File: src/rtl/mem_arbiter.sv
// Two-port memory arbiter: a fetch (read-only) port and a data (read/write) port share one
// single-cycle memory. Every access is IDLE -> ACC -> IDLE, with the ack issued as ACC ends.
module mem_arbiter #(
  parameter int unsigned PRIO_MODE    = 0,  // 0: round-robin, 1: data port has priority
  parameter int unsigned STARVE_LIMIT = 4   // data wins allowed while fetch waits (1..15)
) (
  input  logic        clock,
  input  logic        reset_n,
  // Fetch port
  input  logic        f_req,
  input  logic [15:0] f_addr,
  output logic        f_ack,
  output logic [15:0] f_rdata,
  // Data port
  input  logic        d_req,
  input  logic        d_we,
  input  logic [15:0] d_addr,
  input  logic [15:0] d_wdata,
  output logic        d_ack,
  output logic        d_err,
  output logic [15:0] d_rdata,
  // Memory side
  output logic [15:0] m_addr,
  output logic [15:0] m_wdata,
  output logic        m_re,
  output logic        m_we,
  input  logic [15:0] m_rdata,
  output logic        busy
);

  localparam logic [3:0] Limit = 4'(STARVE_LIMIT);

  typedef enum logic {StIdle, StAcc} state_e;

  state_e      state_q, state_d;
  logic        acc_data_q, acc_data_d;  // port owning the access in flight (1 = data)
  logic        acc_we_q, acc_we_d;
  logic [15:0] m_addr_q, m_addr_d;
  logic [15:0] m_wdata_q, m_wdata_d;
  logic [15:0] f_rdata_q, f_rdata_d;
  logic [15:0] d_rdata_q, d_rdata_d;
  logic        f_ack_q, f_ack_d;
  logic        d_ack_q, d_ack_d;
  logic        d_err_q, d_err_d;
  logic        last_data_q, last_data_d;
  logic [3:0]  starve_q, starve_d;

  logic f_elig, d_elig, grant_f, grant_d, d_reject;

  // Arbitration: a port being acked this cycle still shows its old request, so it is masked.
  always_comb begin
    f_elig   = f_req & ~f_ack_q;
    d_elig   = d_req & ~d_ack_q;
    grant_f  = 1'b0;
    grant_d  = 1'b0;
    d_reject = d_we & d_addr[0];
    if (state_q == StIdle) begin
      if (f_elig && d_elig) begin
        if (PRIO_MODE == 0) begin
          grant_f = last_data_q;
        end else begin
          grant_f = (starve_q == Limit);
        end
        grant_d = ~grant_f;
      end else begin
        grant_f = f_elig;
        grant_d = d_elig;
      end
    end
  end

  // Next-state: complete the access in flight, then load the new winner.
  always_comb begin
    state_d     = StIdle;
    acc_data_d  = acc_data_q;
    acc_we_d    = acc_we_q;
    m_addr_d    = m_addr_q;
    m_wdata_d   = m_wdata_q;
    f_rdata_d   = f_rdata_q;
    d_rdata_d   = d_rdata_q;
    f_ack_d     = 1'b0;
    d_ack_d     = 1'b0;
    d_err_d     = 1'b0;
    last_data_d = last_data_q;
    starve_d    = starve_q;

    if (state_q == StAcc) begin
      if (acc_data_q) begin
        d_ack_d = 1'b1;
        if (!acc_we_q) begin
          d_rdata_d = m_rdata;
        end
      end else begin
        f_ack_d   = 1'b1;
        f_rdata_d = m_rdata;
      end
    end

    if (grant_f) begin
      state_d     = StAcc;
      acc_data_d  = 1'b0;
      acc_we_d    = 1'b0;
      m_addr_d    = f_addr;
      last_data_d = 1'b0;
      starve_d    = 4'd0;
    end

    if (grant_d) begin
      last_data_d = 1'b1;
      if (f_req && (starve_q != Limit)) begin
        starve_d = starve_q + 4'd1;
      end
      if (d_reject) begin
        // Misaligned write: answered with an error, memory is never touched.
        d_ack_d = 1'b1;
        d_err_d = 1'b1;
      end else begin
        state_d    = StAcc;
        acc_data_d = 1'b1;
        acc_we_d   = d_we;
        m_addr_d   = d_addr;
        m_wdata_d  = d_wdata;
      end
    end
  end

  // State and datapath registers; reset aborts any access in flight.
  always_ff @(posedge clock or negedge reset_n) begin
    if (!reset_n) begin
      state_q     <= StIdle;
      acc_data_q  <= 1'b0;
      acc_we_q    <= 1'b0;
      m_addr_q    <= 16'h0000;
      m_wdata_q   <= 16'h0000;
      f_rdata_q   <= 16'h0000;
      d_rdata_q   <= 16'h0000;
      f_ack_q     <= 1'b0;
      d_ack_q     <= 1'b0;
      d_err_q     <= 1'b0;
      last_data_q <= 1'b1;
      starve_q    <= 4'd0;
    end else begin
      state_q     <= state_d;
      acc_data_q  <= acc_data_d;
      acc_we_q    <= acc_we_d;
      m_addr_q    <= m_addr_d;
      m_wdata_q   <= m_wdata_d;
      f_rdata_q   <= f_rdata_d;
      d_rdata_q   <= d_rdata_d;
      f_ack_q     <= f_ack_d;
      d_ack_q     <= d_ack_d;
      d_err_q     <= d_err_d;
      last_data_q <= last_data_d;
      starve_q    <= starve_d;
    end
  end

  assign busy    = (state_q == StAcc);
  assign m_re    = busy & ~acc_we_q;
  assign m_we    = busy & acc_we_q;
  assign m_addr  = m_addr_q;
  assign m_wdata = m_wdata_q;
  assign f_ack   = f_ack_q;
  assign f_rdata = f_rdata_q;
  assign d_ack   = d_ack_q;
  assign d_err   = d_err_q;
  assign d_rdata = d_rdata_q;

endmodule

File: config.mk
export PLATFORM = sky130hd
export DESIGN_NAME = mem_arbiter
export DESIGN_NICKNAME = d
export VERILOG_FILES = /design/src/rtl/mem_arbiter.sv
export SDC_FILE = /design/constraint.sdc
export NUM_CORES = 1
export LEC_CHECK = 0
export ABC_AREA = 1
export BUFFER_PORTS_ARGS = -buffer_cell sky130_fd_sc_hd__buf_4
export CORE_ASPECT_RATIO = 1.5
export CORE_MARGIN = 8
export CORE_UTILIZATION = 43
export DETAILED_ROUTE_END_ITERATION = 8
export HOLD_SLACK_MARGIN = 0.05
export PLACE_DENSITY = 0.76
export SLEW_MARGIN = 20
export SYNTH_ARGS = -nofsm -noshare
export SYNTH_HDL_FRONTEND = slang
export SYNTH_SLANG_ARGS = --single-unit
File: constraint.sdc
create_clock -name clock -period 1.2 [get_ports clock]
set_input_delay 0.12 -clock clock [delete_from_list [all_inputs] [get_ports clock]]
set_output_delay 0.12 -clock clock [all_outputs]
set_load 0.1 [all_outputs]
Word-level counts from Yosys, hierarchy flattened. Cells that the tools add are included.

Bits in latches: 0. RAM bits: 0. Output and inout bits: 70. ROM bits: 0. Memories kept: 0. Register bits: 71.

Order comparisons: 0. Bitwise operators: 11. Mux-type cells: 28. Equality and inequality tests: 0. Add/subtract/negate cells: 0. Divide/modulo/power cells: 0. Shifts and indexed selects: 0. Multiply operators: 0. Reduce and logical (&&, ||, !) cells: 5.

Operators by type and width (count): 2-to-1 mux 16 bit (3); 2-to-1 mux 1 bit (25); inverter 1 bit (6); bitwise AND 1 bit (5); AND reduction 2 bit (2); AND reduction 3 bit (1); nonzero test 2 bit (1); logical AND 1 bit (1).

Longest topological paths before layout.
Word-level depth: 10. Mapped depth: 8. Mapped depth without buffers: 8.

Least setup slack after synthesis. Ideal clock, no wire load.

Kind: reg2reg. From: reg state_q (netlist: busy). To: reg d_rdata_q[10] (netlist: d_rdata[10]). Library setup time: 0.121 ns. Slack: -1.090 ns. Cell stages (with the launch flop): 7. Data arrival time: 2.169 ns. Cell sequence: dfrtp_1 > inv_2 > nor2_4 > nand2_4 > buf_6 > nand2_2 > o21ai_2.

Longest elaborated chain between the ends: 1.

RTL lines: start, declared (line 35) `state_e state_q, state_d;`; start signal, assigned (line 130) `state_q <= StIdle;`; start signal, assigned (line 143) `state_q <= state_d;`; AND reduction 3 bit (no line); end signal, assigned (line 149) `d_rdata_q <= d_rdata_d;`; end, declared (line 41) `logic [15:0] d_rdata_q, d_rdata_d;`.

Every way passes these cells. A chain may end at the register's enable or synchronous reset.

Worst setup path in the final report.
From: reg state_q (netlist: busy). To: out m_we.

Longest elaborated chain between the ends: 1.

RTL lines: bitwise AND 1 bit (line 160) `assign m_we = busy & acc_we_q;`; end, declared (line 26) `output logic m_we,`.

Every way passes these cells.

==> impl_results.rst <==
.. list-table::
   :header-rows: 1

   * - Metric
     - Value
   * - Outcome
     - finished, violations left
   * - Failing checks
     - negative setup slack
   * - Relative max-transition margin
     - 0.750
   * - Multiplexer share of the synthesized area
     - 0
   * - Root Driver
     - sky130_fd_sc_hd__clkbuf_8
   * - Arrival time reported for the critical path endpoint
     - between 1000 and 1500 ps
   * - Synthesized area
     - ~0.0032 mm^2
   * - Number of rows in the core area
     - 38
   * - Adder-cell area share of the yosys netlist
     - 0
   * - Vias after detailed routing
     - around 3.1k
   * - Combinational family with the most area after synthesis
     - simple AND/OR/NAND/NOR gates
   * - Initial antenna violation count
     - 0
   * - Placeable core region
     - 0.00723 mm^2
   * - Vias per cell
     - 4.67
   * - Vias in the first global route
     - around 3.3k
   * - Number of register bits inferred by synthesis
     - 71
   * - Clock Latency Late Sink
     - 350 ps
   * - Share of the clock period used by the worst path
     - 1.16
   * - Setup slack on the worst flop-to-flop path
     - -150 ps
   * - Number of different library cells in the post-synthesis netlist
     - 20
   * - Seq/Total Area, Yosys
     - 0.555
   * - Simple-gate share of the synthesized area
     - 0.265
   * - Clock tree from TritonCTS
     - done
   * - Unrepaired setup endpoints after global routing
     - yes
   * - Remaining routing DRC violations
     - 0
   * - Effective utilization at floorplan
     - 0.444
   * - Critical Path Source
     - busy$_DFF_PN0_
   * - Post-CTS clock slew at the launch and capture registers of the worst setup and hold paths
     - 70 ps
   * - Max-slew violation count
     - 0
   * - Area fraction in compound gates after synthesis
     - 0.0929
   * - Critical path buffer and inverter count
     - 3
   * - Overall die height
     - 122 um
   * - TritonCTS buffer count
     - 9
   * - CP max stage cell
     - sky130_fd_sc_hd__dfrtp_4
   * - Signed area change from the synthesized netlist to the final layout
     - 75.6%
   * - Nets@finish
     - 628
   * - Post-DP HPWL
     - 6.71 mm
   * - Count of boundary I/O pins
     - 139
   * - Source of the worst hold timing path
     - m_rdata[3]
   * - Worst Path Max Fanout
     - 3
   * - Yosys warning total
     - 0
   * - Routed Wire Length
     - 10.4 mm
   * - Final setup violation count
     - 67
   * - Number of violations reported at the end of detailed-routing iteration 0
     - 146
   * - Grt ovf
     - 0
   * - Setup crit start kind
     - register
   * - Total negative setup slack
     - -6800 ps
   * - Floorplan die area
     - 0.0105 mm^2
   * - Clk sink count
     - 71
   * - Syn Area/Cell
     - 9.37 um^2
   * - Final critical path time including I/O delays and setup
     - 1390 ps
   * - Final hold viol count
     - 0
   * - Pin count of the biggest net entering global routing
     - 34
   * - Kind of cell adding the most delay to the critical path
     - flip-flops
   * - Critical path, cell by cell
     - buf_6 -> nand2_4 -> clkinvlp_4 -> buf_12
   * - Endpoint required time on the critical path
     - 1080 ps
   * - Width of the die
     - 86.5 um
   * - Count of maximum capacitance violations
     - 0
   * - Worst setup slack after layout
     - -190 ps
   * - Per-cell routed wire length
     - 15.7 um
   * - First-pass DRT Iterations
     - 4
   * - First-pass GRT wire length
     - 16.2 mm
   * - Maximum clock skew at final layout
     - 5.39 ps
   * - Last weighted congestion value of the routability-driven placer
     - 0.795
   * - Fraction of synthesized cell area in xor and xnor cells
     - 0
   * - Pin slew with the least headroom to its limit
     - roughly 380 ps
   * - Deepest clock path buffer count
     - 2
   * - Post-synthesis cell count
     - 342
   * - Setup crit end kind
     - output port
   * - Critical path's largest stage delay
     - approximately 500 ps
   * - Path type of the worst min-delay path
     - primary input to register
   * - Port Buffer Count
     - 138
   * - Net count after synthesis
     - approximately 410
   * - Remaining antenna violation count after routing
     - 0
   * - Path type of the worst setup path
     - register to output port
   * - Reg-to-reg critical path startpoint
     - busy$_DFF_PN0_
   * - Global-route usage over all layers
     - 0.194
   * - Share of final-layout standard cells stronger than drive strength 1
     - 0.479
   * - Number of levels in the clock H-tree
     - 3
   * - Fmax
     - 720 MHz
   * - Antenna Cells
     - 0
==> layout make-up <==
class,count,area [um^2]
clock buffer,14,183
multi-input combinational,217,1250
clock inverter,2,60.1
sequential,71,1790
fill,482,1600
tap,100,125
timing repair buffer,220,2050
inverter,40,169
==> repair_timing <==
action / CTS / global route
buffers inserted: 7 / 0
pin swaps: 5 / 1
gates resized for setup: 32 / 14
cloned: 2 / 5
hold buffers: 47 / 0
endpoints found under the setup margin: 37 / 74
hold endpoints to repair: 128 / 0
==> cells by family after synthesis <==
family	Yosys count
simple gates	181
flops	71
buf+inv	55
compound gates	35
==> Yosys cell counts <==
cell type / instances / area share
sky130_fd_sc_hd__inv_2: 3 / 0.0035
sky130_fd_sc_hd__buf_6: 7 / 0.025
sky130_fd_sc_hd__nand2_4: 2 / 0.0070
sky130_fd_sc_hd__o21ai_0: 2 / 0.0031
sky130_fd_sc_hd__nor2_2: 1 / 0.0020
sky130_fd_sc_hd__nor2_4: 3 / 0.011
sky130_fd_sc_hd__nand2_2: 14 / 0.027
sky130_fd_sc_hd__o21ai_2: 32 / 0.087
sky130_fd_sc_hd__nor2_1: 1 / 0.0012
sky130_fd_sc_hd__clkinv_1: 1 / 0.0012
sky130_fd_sc_hd__nand3_1: 19 / 0.030
sky130_fd_sc_hd__nand3_2: 2 / 0.0062
sky130_fd_sc_hd__dfstp_2: 1 / 0.0082
sky130_fd_sc_hd__inv_1: 36 / 0.042
sky130_fd_sc_hd__dfrtp_1: 70 / 0.55
sky130_fd_sc_hd__buf_4: 4 / 0.0094
sky130_fd_sc_hd__nand3b_1: 16 / 0.037
sky130_fd_sc_hd__a21boi_0: 1 / 0.0023
sky130_fd_sc_hd__buf_2: 4 / 0.0062
sky130_fd_sc_hd__nand2_1: 123 / 0.14
==> metrics by stage <==
step	hold WS, ps	std cells	cell area (um^2)	util	setup slack (ps)
after floorplan	-176	342	3310	-	-617
after global placement	60.9	587	4540	0.628	-68.0
after detailed placement	60.4	587	4540	0.628	-97.3
after CTS	53.2	659	5470	0.757	-206
after global routing	74.7	664	5630	0.779	-233
final	67.0	664	5630	0.779	-190
==> sequential cells by signal, summed over array words and instances (netlist names) <==
| name | count |
|---|---|
| f_rdata | 16 |
| f_ack | 1 |
| d_ack | 1 |
| m_addr | 16 |
| m_wdata | 16 |
| acc_we_q | 1 |
| d_err | 1 |
| acc_data_q | 1 |
| last_data_q | 1 |
| busy | 1 |
| d_rdata | 16 |
==> worst reg2reg max path, cell delays in order (launching register included) <==
cell	delay, ps
sky130_fd_sc_hd__dfrtp_4	490
sky130_fd_sc_hd__buf_4	170
sky130_fd_sc_hd__nor2_4	100
sky130_fd_sc_hd__buf_12	130
sky130_fd_sc_hd__buf_6	120
sky130_fd_sc_hd__nand3b_1	90
sky130_fd_sc_hd__nand3_1	90
sky130_fd_sc_hd__nand2_1	50
==> cell usage in the layout, fill, tap and decap left out, types with 3 or more instances in the layout <==
cell type / n
sky130_fd_sc_hd__inv_1: 34
sky130_fd_sc_hd__nand3b_1: 16
sky130_fd_sc_hd__buf_12: 13
sky130_fd_sc_hd__nor2_4: 3
sky130_fd_sc_hd__clkbuf_16: 4
sky130_fd_sc_hd__dlygate4sd3_1: 47
sky130_fd_sc_hd__clkbuf_8: 13
sky130_fd_sc_hd__buf_4: 144
sky130_fd_sc_hd__o21ai_2: 32
sky130_fd_sc_hd__dfrtp_1: 66
sky130_fd_sc_hd__nand2_4: 3
sky130_fd_sc_hd__dfrtp_4: 3
sky130_fd_sc_hd__buf_6: 11
sky130_fd_sc_hd__nand2_2: 24
sky130_fd_sc_hd__nand2_1: 111
sky130_fd_sc_hd__nand3_1: 15
sky130_fd_sc_hd__nand3_2: 4
==> worst paths after layout <==
kind / endpoint / depth (start not counted)
worst max register to register: m_addr[14]$_DFF_PN0_ / 7
min in group asynchronous: m_addr[10]$_DFF_PN0_ / 2
worst min register to register: m_wdata[10]$_DFFE_PN0P_ / 2
max in group asynchronous: d_rdata[12]$_DFFE_PN0P_ / 3
worst max-delay path: m_we / 4
worst min-delay path: f_rdata[3]$_DFFE_PN0P_ / 3
==> routing by layer <==
| layer | wire length, um | vias to the layer above | global-route usage |
|---|---|---|---|
| li1 | - | 1493 | - |
| met1 | 3990 | 1477 | 0.207 |
| met2 | 5520 | 119 | 0.342 |
| met3 | 697 | 15 | 0.0580 |
| met4 | 195 | 0 | 0.0898 |
| met5 | 0 | - | 0 |
Power is left out: the tool's default activity adds up to more than one toggle a clock period on the data nets, which glitch-free logic cannot reach.
